## config.mk

```make
export PLATFORM = sky130hd
export DESIGN_NAME = dbg_clock_ctrl
export DESIGN_NICKNAME = d
export VERILOG_FILES = /design/src/rtl/dbg_pkg.sv /design/src/rtl/dbg_clock_ctrl_bp_match.sv /design/src/rtl/dbg_clock_ctrl.sv
export SDC_FILE = /design/constraint.sdc
export NUM_CORES = 1
export LEC_CHECK = 0
export CORE_MARGIN = 1
export CORE_UTILIZATION = 38
export CTS_CLUSTER_SIZE = 24
export DETAILED_ROUTE_END_ITERATION = 7
export GPL_TIMING_DRIVEN = 1
export MAX_ROUTING_LAYER = met4
export PLACE_DENSITY = 0.86
export REMOVE_ABC_BUFFERS = 1
export SETUP_SLACK_MARGIN = 0.3
export SYNTH_ARGS = -nofsm -noshare
export SYNTH_HDL_FRONTEND = slang
export SYNTH_SLANG_ARGS = --single-unit
```

## constraint.sdc

```tcl
create_clock -name clk -period 3 [get_ports clk]
set_clock_uncertainty 0.15 [all_clocks]
set_input_delay 0.45 -clock clk [delete_from_list [all_inputs] [get_ports clk]]
set_output_delay 0.45 -clock clk [all_outputs]
set_load 0.02 [all_outputs]
```

## src/rtl/dbg_pkg.sv

```systemverilog
// Shared encodings for the debug run-control sequencer: command opcodes,
// run states and halt causes.
package dbg_pkg;

  localparam int DBG_XLEN   = 32;
  localparam int DBG_STEP_W = 16;

  typedef enum logic [2:0] {
    OP_NOP    = 3'd0,
    OP_RUN    = 3'd1,
    OP_HALT   = 3'd2,
    OP_STEP   = 3'd3,
    OP_SET_BP = 3'd4,
    OP_CLR_BP = 3'd5
  } dbg_op_e;

  typedef enum logic [1:0] {
    ST_HALTED   = 2'd0,
    ST_RUNNING  = 2'd1,
    ST_STEPPING = 2'd2
  } dbg_state_e;

  typedef enum logic [1:0] {
    CAUSE_RESET = 2'd0,
    CAUSE_HOST  = 2'd1,
    CAUSE_STEP  = 2'd2,
    CAUSE_BP    = 2'd3
  } dbg_cause_e;

endpackage

```

## src/rtl/dbg_clock_ctrl_bp_match.sv

```systemverilog
// Breakpoint register and PC comparator; the hit is suppressed for the first
// enabled cycle after the core leaves HALTED so the host can resume from it.
module dbg_bp_match
  import dbg_pkg::*;
#(
  parameter int XLEN = DBG_XLEN
) (
  input  logic            clk,
  input  logic            rst,
  input  logic            set_bp,
  input  logic            clr_bp,
  input  logic [XLEN-1:0] bp_addr_in,
  input  logic [XLEN-1:0] reg_pc,
  input  logic            active,
  input  logic            leave_halt,
  output logic            bp_hit
);

  logic [XLEN-1:0] addr_q, addr_d;
  logic            valid_q, valid_d;
  logic            skip_q, skip_d;

  // Next-state for breakpoint address, valid flag and skip-first flag.
  always_comb begin
    addr_d  = addr_q;
    valid_d = valid_q;
    skip_d  = skip_q;
    if (set_bp) begin
      addr_d  = bp_addr_in;
      valid_d = 1'b1;
    end else if (clr_bp) begin
      valid_d = 1'b0;
    end else begin
      valid_d = valid_q;
    end
    if (leave_halt) begin
      skip_d = 1'b1;
    end else if (active) begin
      skip_d = 1'b0;
    end else begin
      skip_d = skip_q;
    end
  end

  // Breakpoint state registers.
  always_ff @(posedge clk) begin
    if (rst) begin
      addr_q  <= '0;
      valid_q <= 1'b0;
      skip_q  <= 1'b0;
    end else begin
      addr_q  <= addr_d;
      valid_q <= valid_d;
      skip_q  <= skip_d;
    end
  end

  assign bp_hit = active && valid_q && !skip_q && (reg_pc == addr_q);

endmodule

```

## src/rtl/dbg_clock_ctrl.sv

```systemverilog
// Debug run-control sequencer owning the core clock enable.
// Breakpoint support is built only when DBG_BREAKPOINT_EN is defined.
module dbg_clock_ctrl
  import dbg_pkg::*;
#(
  parameter int XLEN   = DBG_XLEN,
  parameter int STEP_W = DBG_STEP_W
) (
  input  logic              clk,
  input  logic              rst,
  input  logic              cmd_valid,
  output logic              cmd_ready,
  input  logic [2:0]        cmd_op,
  input  logic [XLEN-1:0]   cmd_arg,
  input  logic [XLEN-1:0]   reg_pc,
  output logic              core_clk_en,
  output logic              halted,
  output logic [1:0]        halt_cause,
  output logic [STEP_W-1:0] steps_left
);

  dbg_state_e        state_q, state_d;
  dbg_cause_e        cause_q, cause_d;
  logic [STEP_W-1:0] steps_q, steps_d;
  logic              accept_s;
  logic              bp_hit_s;
  logic [STEP_W-1:0] step_n_s;

  assign accept_s = cmd_valid && cmd_ready;
  assign step_n_s = cmd_arg[STEP_W-1:0];

  // Run-state next-state logic; a breakpoint hit outranks every other event.
  always_comb begin
    state_d = state_q;
    cause_d = cause_q;
    steps_d = steps_q;
    case (state_q)
      ST_HALTED: begin
        if (accept_s) begin
          case (cmd_op)
            OP_RUN:  state_d = ST_RUNNING;
            OP_HALT: cause_d = CAUSE_HOST;
            OP_STEP: begin
              if (step_n_s != {STEP_W{1'b0}}) begin
                state_d = ST_STEPPING;
                steps_d = step_n_s;
              end else begin
                state_d = ST_HALTED;
              end
            end
            default: state_d = ST_HALTED;
          endcase
        end else begin
          state_d = ST_HALTED;
        end
      end
      ST_RUNNING: begin
        if (bp_hit_s) begin
          state_d = ST_HALTED;
          cause_d = CAUSE_BP;
        end else if (accept_s && (cmd_op == OP_HALT)) begin
          state_d = ST_HALTED;
          cause_d = CAUSE_HOST;
        end else begin
          state_d = ST_RUNNING;
        end
      end
      ST_STEPPING: begin
        if (bp_hit_s) begin
          state_d = ST_HALTED;
          cause_d = CAUSE_BP;
          steps_d = {STEP_W{1'b0}};
        end else if (steps_q == {{(STEP_W-1){1'b0}}, 1'b1}) begin
          state_d = ST_HALTED;
          cause_d = CAUSE_STEP;
          steps_d = {STEP_W{1'b0}};
        end else begin
          steps_d = steps_q - {{(STEP_W-1){1'b0}}, 1'b1};
        end
      end
      default: begin
        state_d = ST_HALTED;
        steps_d = {STEP_W{1'b0}};
      end
    endcase
  end

  // Run-state registers.
  always_ff @(posedge clk) begin
    if (rst) begin
      state_q <= ST_HALTED;
      cause_q <= CAUSE_RESET;
      steps_q <= '0;
    end else begin
      state_q <= state_d;
      cause_q <= cause_d;
      steps_q <= steps_d;
    end
  end

`ifdef DBG_BREAKPOINT_EN
  logic set_bp_s, clr_bp_s, leave_halt_s, active_s;

  assign set_bp_s     = accept_s && (cmd_op == OP_SET_BP);
  assign clr_bp_s     = accept_s && (cmd_op == OP_CLR_BP);
  assign active_s     = (state_q != ST_HALTED);
  assign leave_halt_s = (state_q == ST_HALTED) && (state_d != ST_HALTED);

  dbg_bp_match #(.XLEN(XLEN)) u_bp_match (
    .clk        (clk),
    .rst        (rst),
    .set_bp     (set_bp_s),
    .clr_bp     (clr_bp_s),
    .bp_addr_in (cmd_arg),
    .reg_pc     (reg_pc),
    .active     (active_s),
    .leave_halt (leave_halt_s),
    .bp_hit     (bp_hit_s)
  );
`else
  logic unused_bp_s;

  assign unused_bp_s = ^{cmd_arg, reg_pc};
  assign bp_hit_s    = 1'b0;
`endif

  // Reset gates the enable immediately so no edge escapes during reset.
  assign core_clk_en = (state_q != ST_HALTED) && !bp_hit_s && !rst;
  assign halted      = (state_q == ST_HALTED);
  assign halt_cause  = cause_q;
  assign steps_left  = steps_q;
  assign cmd_ready   = (state_q != ST_STEPPING);

endmodule
```

==> impl_metrics.yaml <==
worst_setup_path:
  critical_path.startpoint_type: "flip-flop"
  cp_num_buf_inv: 2
  worst_path_dominant_cell_family: "buffers and inverters"
  path_max_fanout: 13
  regToRegSetupSlack_ns: 0.68
  timing.reg2reg.worst_path_depth: 6
  cp_cell_sequence: "and2b_1 > inv_2 > clkdlybuf4s50_1"
  critPathKind: "flip-flop to primary output"
  critical_path.slowest_cell: "sky130_fd_sc_hd__dfxtp_1"
  crit_arrival_ns: 1.96
  worstSetupEndpointType: "primary output"
  worst_path_required_ns: 2.40
  worst_path_largest_cell_delay_ns: 0.63
  reg2reg_to: "steps_left[13]$_SDFFE_PP0P_"
  regToRegStartpoint: "state_q[0]$_SDFFE_PP0P_"
power_and_ir_drop:
  cellLeakagePower_nw: 0.616
  logic_pwr_share_pct: 35.4
  power_report.internal_total_w: 0.000483
  p_per_area_nw_per_um2: 405
  p_seq_share_pct: 41.8
  p_sw_share_pct: 32.9
  clock_power_share_pct: 22.8
  vdd_ir_drop_max_mv: 0.254
  power.switching_w: 0.000237
hold_path:
  hold_path_end: "halt_cause[0]$_SDFFE_PP0P_"
  holdPathStages: 2
  hold_start: "halt_cause[0]$_SDFFE_PP0P_"
  worst_hold_path_type: "flip-flop to flip-flop"
sta:
  max_slew.worst_pin.slew_ns: 0.545
  rsz0062_at_grt: "false"
  setup_viol: 0
  timing.fmax_mhz: 391
  slew_violations: 0
  hold_violations: 0
  final.setup.tns_ns: 0
  slew_headroom_pct: 63.3
  timing.final.crit_share_pct: 85.2
  post-route-min-period_ns: 2.56
yosys:
  synthesis.yosys.warnings: 0
  synth_async_sr_flop_share_pct: 0
  synth_flop_cell: "sky130_fd_sc_hd__dfxtp_1"
  syn_area_per_cell_um2: 8.54
  synth-seq-area-share_pct: 30.8
  ys_ff_latch: 20
  syn_inst: 152
  synth_area_um2: 1300
  synth.lib_cells_used.distinct: 39
  synth_enable_flop_cells: 0
cts:
  cts-root-to-sink-buffers: 2
  path_clk_slew_ns: 0.11
  cts_resized: 0
  clk_latency_ns: 0.32
  cts_tree: "yes"
  post-cts-setup-buffer-count: 0
  post_cts_hold_buffer_count: 0
  cts_buffers: 3
  clk_root_buffer_cell: "sky130_fd_sc_hd__clkbuf_4"
  numClockSinks: 20
  cts_htree_levels: 1
route:
  drt.antenna.violating_nets: 0
  drt-pass1-iter-count: 4
  num_vias: 1343
  drc_errors: 0
  routed_via_density: 5.67
  drt_first_iter_violations: 43
  routed_wire_length_per_instance_um: 15.0
  finalWirelength_um: 3560
place:
  port-buffer-count: 42
  dp_hpwl_um: 2660
  dpl_cell_area_um2: 1740
  place.gp.congestion: 0.951
final_layout:
  seqCellArea_um2: 400
  fill_cells: 317
  final_nets: 266
  multiInputGateArea_um2: 828
  layout-area-overhead-vs-synth_pct: 36.9
  postLayoutCellArea_um2: 1780
  num_antenna_cells: 0
  drive_above_1_share_pct: 6.22
job:
  timing.max_cap.violations: 0
global_routing:
  overflow: 0
  maximum_number_of_pins_on_one_net_before_global_route_repair: 14
  grt_first_pass_wirelength_um: 5830
  vias_in_the_first_global_route: 1234
  grt.total_usage_pct: 22.2
  grt_antenna_before_repair: 0
die:
  fp.dieW_um: 60.5
  io-pin-count: 91
  die_height_um: 60.5
  die_area_um2: 3660
  fp-row-count: 20
  start_util_pct: 41.2
  core_area_um2: 3150
outcome:
  outcome: "finished clean"
tightest hold or removal path, stage by stage, from the launching register on:
cell	delay (ns)
sky130_fd_sc_hd__dfxtp_1	0.33
sky130_fd_sc_hd__o21ai_0	0.07
sky130_fd_sc_hd__a21oi_1	0.06
per-stage QoR:
stage                     worst slack, ns  std cells  util, %  hold slack (ns)  power (W)
after CTS                           0.452        237     56.4            0.347   0.000720
after global placement              0.361        233     55.2            0.328   0.000552
after global routing                0.331        237     56.4            0.388   0.000758
after floorplan                     0.871        145        -            0.369   0.000465
after detailed placement            0.344        233     55.2            0.331   0.000558
final                               0.443        237     56.4            0.350   0.000720
cells in the mapped netlist, types with 3 or more instances:
cell type | instances | area share (%)
sky130_fd_sc_hd__clkbuf_1 | 3 | 0.87
sky130_fd_sc_hd__nor2b_1 | 9 | 4.3
sky130_fd_sc_hd__o22ai_1 | 9 | 4.3
sky130_fd_sc_hd__nor3_1 | 5 | 1.9
sky130_fd_sc_hd__dfxtp_1 | 20 | 31
sky130_fd_sc_hd__nand3_1 | 3 | 1.2
sky130_fd_sc_hd__o2bb2ai_1 | 6 | 4.0
sky130_fd_sc_hd__xnor2_1 | 5 | 3.4
sky130_fd_sc_hd__nor4_1 | 8 | 3.9
sky130_fd_sc_hd__xor2_1 | 4 | 2.7
sky130_fd_sc_hd__a21oi_1 | 4 | 1.5
sky130_fd_sc_hd__mux2i_1 | 5 | 3.9
sky130_fd_sc_hd__nand2_1 | 7 | 2.0
sky130_fd_sc_hd__inv_1 | 5 | 1.4
sky130_fd_sc_hd__and2_1 | 4 | 1.9
sky130_fd_sc_hd__a22oi_1 | 4 | 2.3
sky130_fd_sc_hd__nor3b_1 | 3 | 1.7
sky130_fd_sc_hd__a32oi_1 | 5 | 3.4
sky130_fd_sc_hd__nor2_1 | 13 | 3.8
state kept, by name (all words and copies together), names as in the netlist:
| signal | flops |
|---|---|
| steps_left | 16 |
| state_q | 2 |
| halt_cause | 2 |
cell usage in the layout (no fill, tap or decap), drive strengths merged:
cell and n:
nor3 5, nand4 2, nor3b 3, mux2i 5, a221o 2, nor2 14
and2 4, a21o 2, ha 2, o32a 2, and4 2, clkdlybuf4s50 42
or3 1, nand3b 1, a32oi 5, dfxtp 20, and2b 1, buf 2
inv 6, a22oi 4, or2 1, xnor2 5, clkbuf 4, nor4 9
o22ai 10, a21oi 4, o2bb2ai 6, o21ai 2, nor4b 2, nand3 3
nand2 7, xor2 4, and3 2, nor2b 9
worst max path at each step:
| stage | slack [ns] | startpoint | depth (start not counted) | end |
|---|---|---|---|---|
| after CTS | 0.45 | state_q[0]$_SDFFE_PP0P_ | 3 | cmd_ready |
| after detailed placement | 0.34 | cmd_valid | 7 | steps_left[13]$_SDFFE_PP0P_ |
| after global routing | 0.33 | state_q[0]$_SDFFE_PP0P_ | 3 | cmd_ready |
| after floorplan | 0.87 | state_q[0]$_SDFFE_PP0P_ | 5 | steps_left[10]$_SDFFE_PP0P_ |
| final | 0.44 | state_q[0]$_SDFFE_PP0P_ | 3 | cmd_ready |
| after global placement | 0.36 | cmd_valid | 7 | steps_left[13]$_SDFFE_PP0P_ |
per-layer routing:
| metal | global-route usage, % | wire [µm] | vias up |
|---|---|---|---|
| met2 | 33.1 | 1650 | 60 |
| met5 | - | 0 | - |
| li1 | - | - | 660 |
| met3 | 4.48 | 224 | 7 |
| met1 | 29.9 | 1620 | 616 |
| met4 | 7.47 | 54 | 0 |
power groups by stage:
stage	Combinational [W]	Sequential (W)	Clock [W]
after floorplan	0.000148	0.000317	0
after global placement	0.000246	0.000306	0
after detailed placement	0.000251	0.000307	0
after CTS	0.000253	0.000301	0.000167
after global routing	0.000276	0.000304	0.000178
final	0.000255	0.000301	0.000164
cell type report:
| cell class | instances | area share [%] |
|---|---|---|
| Sequential cell | 20 | 22.5 |
| Clock buffer | 4 | 2.04 |
| Inverter | 6 | 1.27 |
| Tap cell | 44 | 3.10 |
| Multi-Input combinational cell | 119 | 46.6 |
| Timing Repair Buffer | 44 | 24.5 |
cells by family (layout without fill, tap and decap cells):
kind of cell	Yosys count	count (layout)	share of synthesized area (%)
buf+inv	13	54	5.39
simple gates	66	66	30.3
xor+xnor	9	9	6.07
mux	5	5	3.85
flops	20	20	30.8
fa+ha+maj	2	2	1.93
compound gates	37	37	21.6
No activity file was read; power rests on OpenSTA's default activity.
